[config.mk]
export PLATFORM = sky130hd
export DESIGN_NAME = register_file
export DESIGN_NICKNAME = d
export VERILOG_FILES = /design/src/rtl/register_file.sv
export SDC_FILE = /design/constraint.sdc
export NUM_CORES = 1
export LEC_CHECK = 0
export ABC_AREA = 1
export CAP_MARGIN = 20
export CORE_MARGIN = 2
export CORE_UTILIZATION = 30
export CTS_CLUSTER_DIAMETER = 200
export DETAILED_ROUTE_END_ITERATION = 10
export PLACE_DENSITY = 0.65
export SLEW_MARGIN = 20
export SYNTH_ARGS = -nofsm -noshare
export SYNTH_HDL_FRONTEND = slang
export SYNTH_SLANG_ARGS = --single-unit
[constraint.sdc]
create_clock -name clk -period 1.5 [get_ports clk]
set_input_delay 0.3 -clock clk [delete_from_list [all_inputs] [get_ports clk]]
set_output_delay 0.3 -clock clk [all_outputs]
set_load 0.05 [all_outputs]
[src/rtl/register_file.sv]
// SM83 architectural register file: IR, IE, A, F, B/C/D/E/H/L, PC and SP.
// Synchronous writes, combinational reads, asynchronous active-low reset.
`default_nettype none

module register_file (
  input  logic        clk,
  input  logic        rst_n,
  input  logic [7:0]  wen,
  input  logic [7:0]  w_ir,
  input  logic [7:0]  w_ie,
  input  logic [7:0]  w_a,
  input  logic [7:0]  w_f,
  input  logic [2:0]  w_sel8_gp,
  input  logic [7:0]  w8_gp,
  input  logic [1:0]  w_sel16_gp,
  input  logic [15:0] w16_gp,
  input  logic [15:0] w_pc,
  input  logic [15:0] w_sp,
  output logic [7:0]  r_ir,
  output logic [7:0]  r_ie,
  output logic [7:0]  r_a,
  output logic [7:0]  r_f,
  input  logic [2:0]  r_sel8_gp,
  output logic [7:0]  r8_gp,
  input  logic [1:0]  r_sel16_gp,
  output logic [15:0] r16_gp,
  output logic [15:0] r_pc,
  output logic [15:0] r_sp
);

  localparam int WEN_IR   = 0;
  localparam int WEN_IE   = 1;
  localparam int WEN_A    = 2;
  localparam int WEN_F    = 3;
  localparam int WEN_GP8  = 4;
  localparam int WEN_GP16 = 5;
  localparam int WEN_PC   = 6;
  localparam int WEN_SP   = 7;

  localparam int NUM_GP = 6;

  logic [7:0]  ir_q;
  logic [7:0]  ie_q;
  logic [7:0]  a_q;
  logic [3:0]  f_hi_q;
  logic [15:0] pc_q;
  logic [15:0] sp_q;

  // Byte i of this bus is GP register i (B, C, D, E, H, L).
  logic [8*NUM_GP-1:0] gp_bus;

  always_ff @(posedge clk or negedge rst_n) begin
    if (!rst_n) begin
      ir_q   <= 8'h00;
      ie_q   <= 8'h00;
      a_q    <= 8'h00;
      f_hi_q <= 4'h0;
      pc_q   <= 16'h0000;
      sp_q   <= 16'h0000;
    end else begin
      if (wen[WEN_IR]) ir_q   <= w_ir;
      if (wen[WEN_IE]) ie_q   <= w_ie;
      if (wen[WEN_A])  a_q    <= w_a;
      if (wen[WEN_F])  f_hi_q <= w_f[7:4];
      if (wen[WEN_PC]) pc_q   <= w_pc;
      if (wen[WEN_SP]) sp_q   <= w_sp;
    end
  end

  for (genvar i = 0; i < NUM_GP; i++) begin : g_gp
    localparam logic [2:0] SEL8  = 3'(i);
    localparam logic [1:0] SEL16 = 2'(i / 2);
    localparam bit         IS_HI = ((i % 2) == 0);

    logic       hit8;
    logic       hit16;
    logic [7:0] pair_byte;
    logic [7:0] d;
    logic [7:0] q;

    assign hit8      = wen[WEN_GP8]  && (w_sel8_gp  == SEL8);
    assign hit16     = wen[WEN_GP16] && (w_sel16_gp == SEL16);
    assign pair_byte = IS_HI ? w16_gp[15:8] : w16_gp[7:0];
    // A byte-wide write takes priority over the pair write on the same byte.
    assign d         = hit8 ? w8_gp : pair_byte;

    always_ff @(posedge clk or negedge rst_n) begin
      if (!rst_n) begin
        q <= 8'h00;
      end else if (hit8 || hit16) begin
        q <= d;
      end
    end

    assign gp_bus[8*i +: 8] = q;
  end

  assign r_ir = ir_q;
  assign r_ie = ie_q;
  assign r_a  = a_q;
  assign r_f  = {f_hi_q, 4'h0};
  assign r_pc = pc_q;
  assign r_sp = sp_q;

  always_comb begin
    r8_gp = 8'h00;
    case (r_sel8_gp)
      3'd0:    r8_gp = gp_bus[7:0];
      3'd1:    r8_gp = gp_bus[15:8];
      3'd2:    r8_gp = gp_bus[23:16];
      3'd3:    r8_gp = gp_bus[31:24];
      3'd4:    r8_gp = gp_bus[39:32];
      3'd5:    r8_gp = gp_bus[47:40];
      default: r8_gp = 8'h00;
    endcase
  end

  always_comb begin
    r16_gp = 16'h0000;
    case (r_sel16_gp)
      2'd0:    r16_gp = {gp_bus[7:0],   gp_bus[15:8]};
      2'd1:    r16_gp = {gp_bus[23:16], gp_bus[31:24]};
      2'd2:    r16_gp = {gp_bus[39:32], gp_bus[47:40]};
      default: r16_gp = 16'h0000;
    endcase
  end

endmodule

`default_nettype wire

# [Word-level counts from Yosys, hierarchy flattened]
# Cells that the tools add are included.
[totals] in_bits=108 reg_bits=108
[classes] n_eq_ne=14 n_reduce_logical=19 muxes=8
[ops] op="$mux 8" count=6
[ops] op="$pmux 16 s3" count=1
[ops] op="$pmux 8 s6" count=1
[ops] op="$eq 3x2->1 const B" count=4
[ops] op="$eq 3x3->1 const B" count=4
[ops] op="$logic_and 1x1->1" count=9
[ops] op="$eq 3x1->1 const B" count=2
[ops] op="$logic_not 3->1" count=2
[ops] op="$logic_or 1x1->1" count=6
[ops] op="$eq 2x1->1 const B" count=2
[ops] op="$eq 2x2->1 const B" count=2
[ops] op="$logic_not 2->1" count=2

# [Logic depth before layout (Yosys ltp)]
[depth] depth_word=3 ltp_mapped=7 depth_no_buf=7

# [Worst setup path after synthesis]
# No wires, ideal clock.
[synth_path] path_kind="in2out" startpoint="in r_sel8_gp[2]" endpoint="out r8_gp[4]" arrival_time_ns=1.439 path_stages=7 path_slack_ns=-0.239 n_path_buf=2 t_required_ns=1.200 path_cell_list="buf_2 > inv_1 > clkbuf_1 > nand3_1 > o21ai_0 > inv_1 > nand2_1"
[synth_via] elab_chain_cells=2 word_cells_on_any_way=7 classes_between="eq/ne (5); mux (1); reduce/logical (1)"
[synth_lines] element="start, declared" line="23" source="input logic [2:0] r_sel8_gp,"
[synth_lines] element="$eq 3x3->1 (tied with other cells)" line="107" source="case (r_sel8_gp)"
[synth_lines] element="$pmux 8 s6 (*)" line="107"
[synth_lines] element="end, declared" line="24" source="output logic [7:0] r8_gp,"
# Mark *: on every way between the ends. The rest lies on a longest branch, timed or not.

# [Worst setup path after layout]
[layout_path] startpoint="reg g_gp[5].q[2]" endpoint="out r16_gp[2]"
[layout_via] elab_chain_cells=1
[layout_lines] element="start, declared" line="79" source="logic [7:0] q;"
[layout_lines] element="start signal, assigned" line="89" source="q <= 8'h00;"
[layout_lines] element="start signal, assigned" line="91" source="q <= d;"
[layout_lines] element="$pmux 16 s3" line="120" source="case (r_sel16_gp)"
[layout_lines] element="end, declared" line="26" source="output logic [15:0] r16_gp,"
# No other way between the ends.

==> results_dict.tcl <==
set metrics [dict create \
    setup_viol 19 \
    grt_pass1_vias 5570 \
    ioPinCount 196 \
    coreArea_um2 18100 \
    ys_types 21 \
    fin_ws_ns -0.146 \
    routed_via_density 5.05 \
    post_drt_wl_per_cell_um 17.6 \
    grt_max_degree 37 \
    wl_um 20400 \
    r2r_cells 4 \
    fin_skew_ns 0 \
    grt_first_pass_wirelength_um 30800 \
    critPathLaunchType "register" \
    vdd_drop_max_mv 0.496 \
    antenna_found_initial 0 \
    drt-initial-drc-count 472 \
    gp_congestion 0.938 \
    hold_violations 0 \
    reg2reg_slack_ns 0.54 \
    row_count 49 \
    synth-seq-cells 108 \
    die_y_um 140 \
    drtAntennaViolNets 0 \
    fin_crit_ns 1.65 \
    cp_top_family "flip-flops" \
    synth_cells 662 \
    drc 0 \
    hold_ws_ns 0.420 \
    crit_buf_inv 2 \
    place_ws_ns -0.549 \
    die-area_um2 19700 \
    synth_area_um2 5590 \
    hold_class "input port to async pin" \
    insertion_delay_ns 0.36 \
    slowest_delay_ns 0.41 \
    maxSlewViolCount 0 \
    die_w_um 140 \
    layout_common_cells "nand2_1, nand3_1, dfrtp_1" \
    clock_path_buffers 2 \
    timing.rr.end "g_gp[2].q[6]" \
    cp_slowest_cell "dfrtp_1" \
    cts_buffers 9 \
    status "finished, violations left" \
    grt-ovfl-total 0 \
    num_vias 5863 \
    timing.fmax_mhz 607 \
    path_clk_slew_ns 0.08 \
    layout-drive-gt1-share_pct 36.4 \
    end_kind "primary output" \
    dp_hpwl_um 15000 \
    worstSetupPathType "register to primary output" \
    nets 1034 \
    cp_max_fo 2 \
    utilization_pct 55.4 \
    layout_commonest_cell "nand2_1" \
    dr.pass1.iters 5 \
    root_buffer "clkbuf_16" \
    maxCapViolCount 0 \
    synthToLayoutAreaGrowth_pct 79.5 \
    diodes 0 \
    power.density_nw_per_um2 1030 \
    yosysSeqAreaShare_pct 48.4 \
    ys.warnings.count 0 \
    syn_area_per_cell_um2 8.44 \
    start_util_pct 30.9 \
    r2r-start "g_gp[2].q[6]" \
    htreeDepth 3 \
    cts_tree "done" \
    grt_util_all_layers_pct 20.2 \
    io_buffers 187 \
    power.leakage_nw 4.80 \
    violations "setup timing" \
    crit_chain "buf_4 > nand2_1 > o211ai_1 > buf_12" \
    required_ns 1.20 \
    cts.sinks 108 \
    rsz0062_at_grt "true" \
    fin_crit_sh_pct 110 \
    critPathArrivalTime_ns 1.35 \
]
==> report_power, final <==
part | internal (mW) | switching, mW | leakage [nW]
registers | 3.31 | 0.413 | 1.30
clock network | 1.18 | 1.21 | 0.141
logic | 2.08 | 2.13 | 3.36
==> layout make-up <==
| type | instances | area [um^2] |
|---|---|---|
| Multi-Input combinational cell | 476 | 2830 |
| Fill cell | 1572 | 8060 |
| Clock inverter | 7 | 65.1 |
| Sequential cell | 108 | 2700 |
| Inverter | 48 | 191 |
| Clock buffer | 9 | 225 |
| Timing Repair inverter | 1 | 7.51 |
| Tap cell | 229 | 287 |
| Timing Repair Buffer | 282 | 3720 |
==> logic make-up after synthesis <==
| family | count (synthesis) | share of synthesized area [%] |
|---|---|---|
| AOI/OAI and AO/OA | 12 | 1.30 |
| buffers and inverters | 81 | 6.14 |
| DFF | 108 | 48.4 |
| muxes | 60 | 12.1 |
| other | 1 | 0.0671 |
| and+or+nand+nor | 400 | 32.0 |
==> repair_timing <==
item	in CTS	in global routing
pin swaps	51	30
hold buffers	1	0
hold endpoints to repair	23	0
setup buffers	22	18
gates resized for setup	66	48
endpoints found under the setup margin	24	28
gates cloned	3	1
==> flip-flops by register name, indices dropped and copies added, names as in the netlist <==
name	count
r_ie	8
f_hi_q	4
r_pc	16
r_ir	8
g_gp.q	48
r_a	8
r_sp	16
==> through the flow <==
step                power (mW)  instance area, um^2  setup TNS, ns  std cells
finish                    10.3                10000          -1.57       1160
global placement          7.46                 9080         -19.49       1099
global route              10.7                10000          -2.44       1160
CTS                       10.1                 9700          -1.60       1141
floorplan                 5.41                 5710        -0.0225        665
detailed placement        7.50                 9080         -21.24       1099
==> metal layers <==
metal | part of all wire [%] | vias up | wire, um | GRT usage [%]
met5 | 0 | - | 0 | 0
met4 | 2.7 | 0 | 552 | 7.07
met3 | 9.8 | 44 | 2000 | 5.23
met2 | 48 | 370 | 9750 | 33.2
met1 | 40 | 2725 | 8120 | 25.9
li1 | - | 2724 | - | -
==> synthesized netlist by cell type <==
library cell,instances,share of area (%)
dfrtp_1,108,48
a21oi_1,5,0.45
o211ai_1,5,0.67
nand4_1,19,2.1
o21ai_0,2,0.18
inv_2,1,0.067
buf_2,10,0.90
mux2_2,60,12
buf_6,1,0.20
buf_4,5,0.67
nor2_1,17,1.1
nor2_2,2,0.22
inv_1,47,3.2
nand3_1,152,14
nor3_2,1,0.18
nand2_1,200,13
conb_1,1,0.067
nand2_2,6,0.67
nor2_4,3,0.60
buf_1,1,0.067
clkbuf_1,16,1.1
==> worst max-delay path by stage <==
| stage | start | slack, ns | end | cells after the start |
|---|---|---|---|---|
| detailed placement | r_sel8_gp[1] | -0.55 | r8_gp[3] | 7 |
| floorplan | r_sel8_gp[2] | -0.02 | r8_gp[4] | 7 |
| global route | g_gp[5].q[1] | -0.19 | r8_gp[1] | 5 |
| CTS | g_gp[3].q[7] | -0.12 | r16_gp[7] | 3 |
| global placement | r_sel8_gp[1] | -0.53 | r8_gp[3] | 7 |
| finish | g_gp[5].q[2] | -0.15 | r16_gp[2] | 4 |
(Power assumes the default switching activity.)
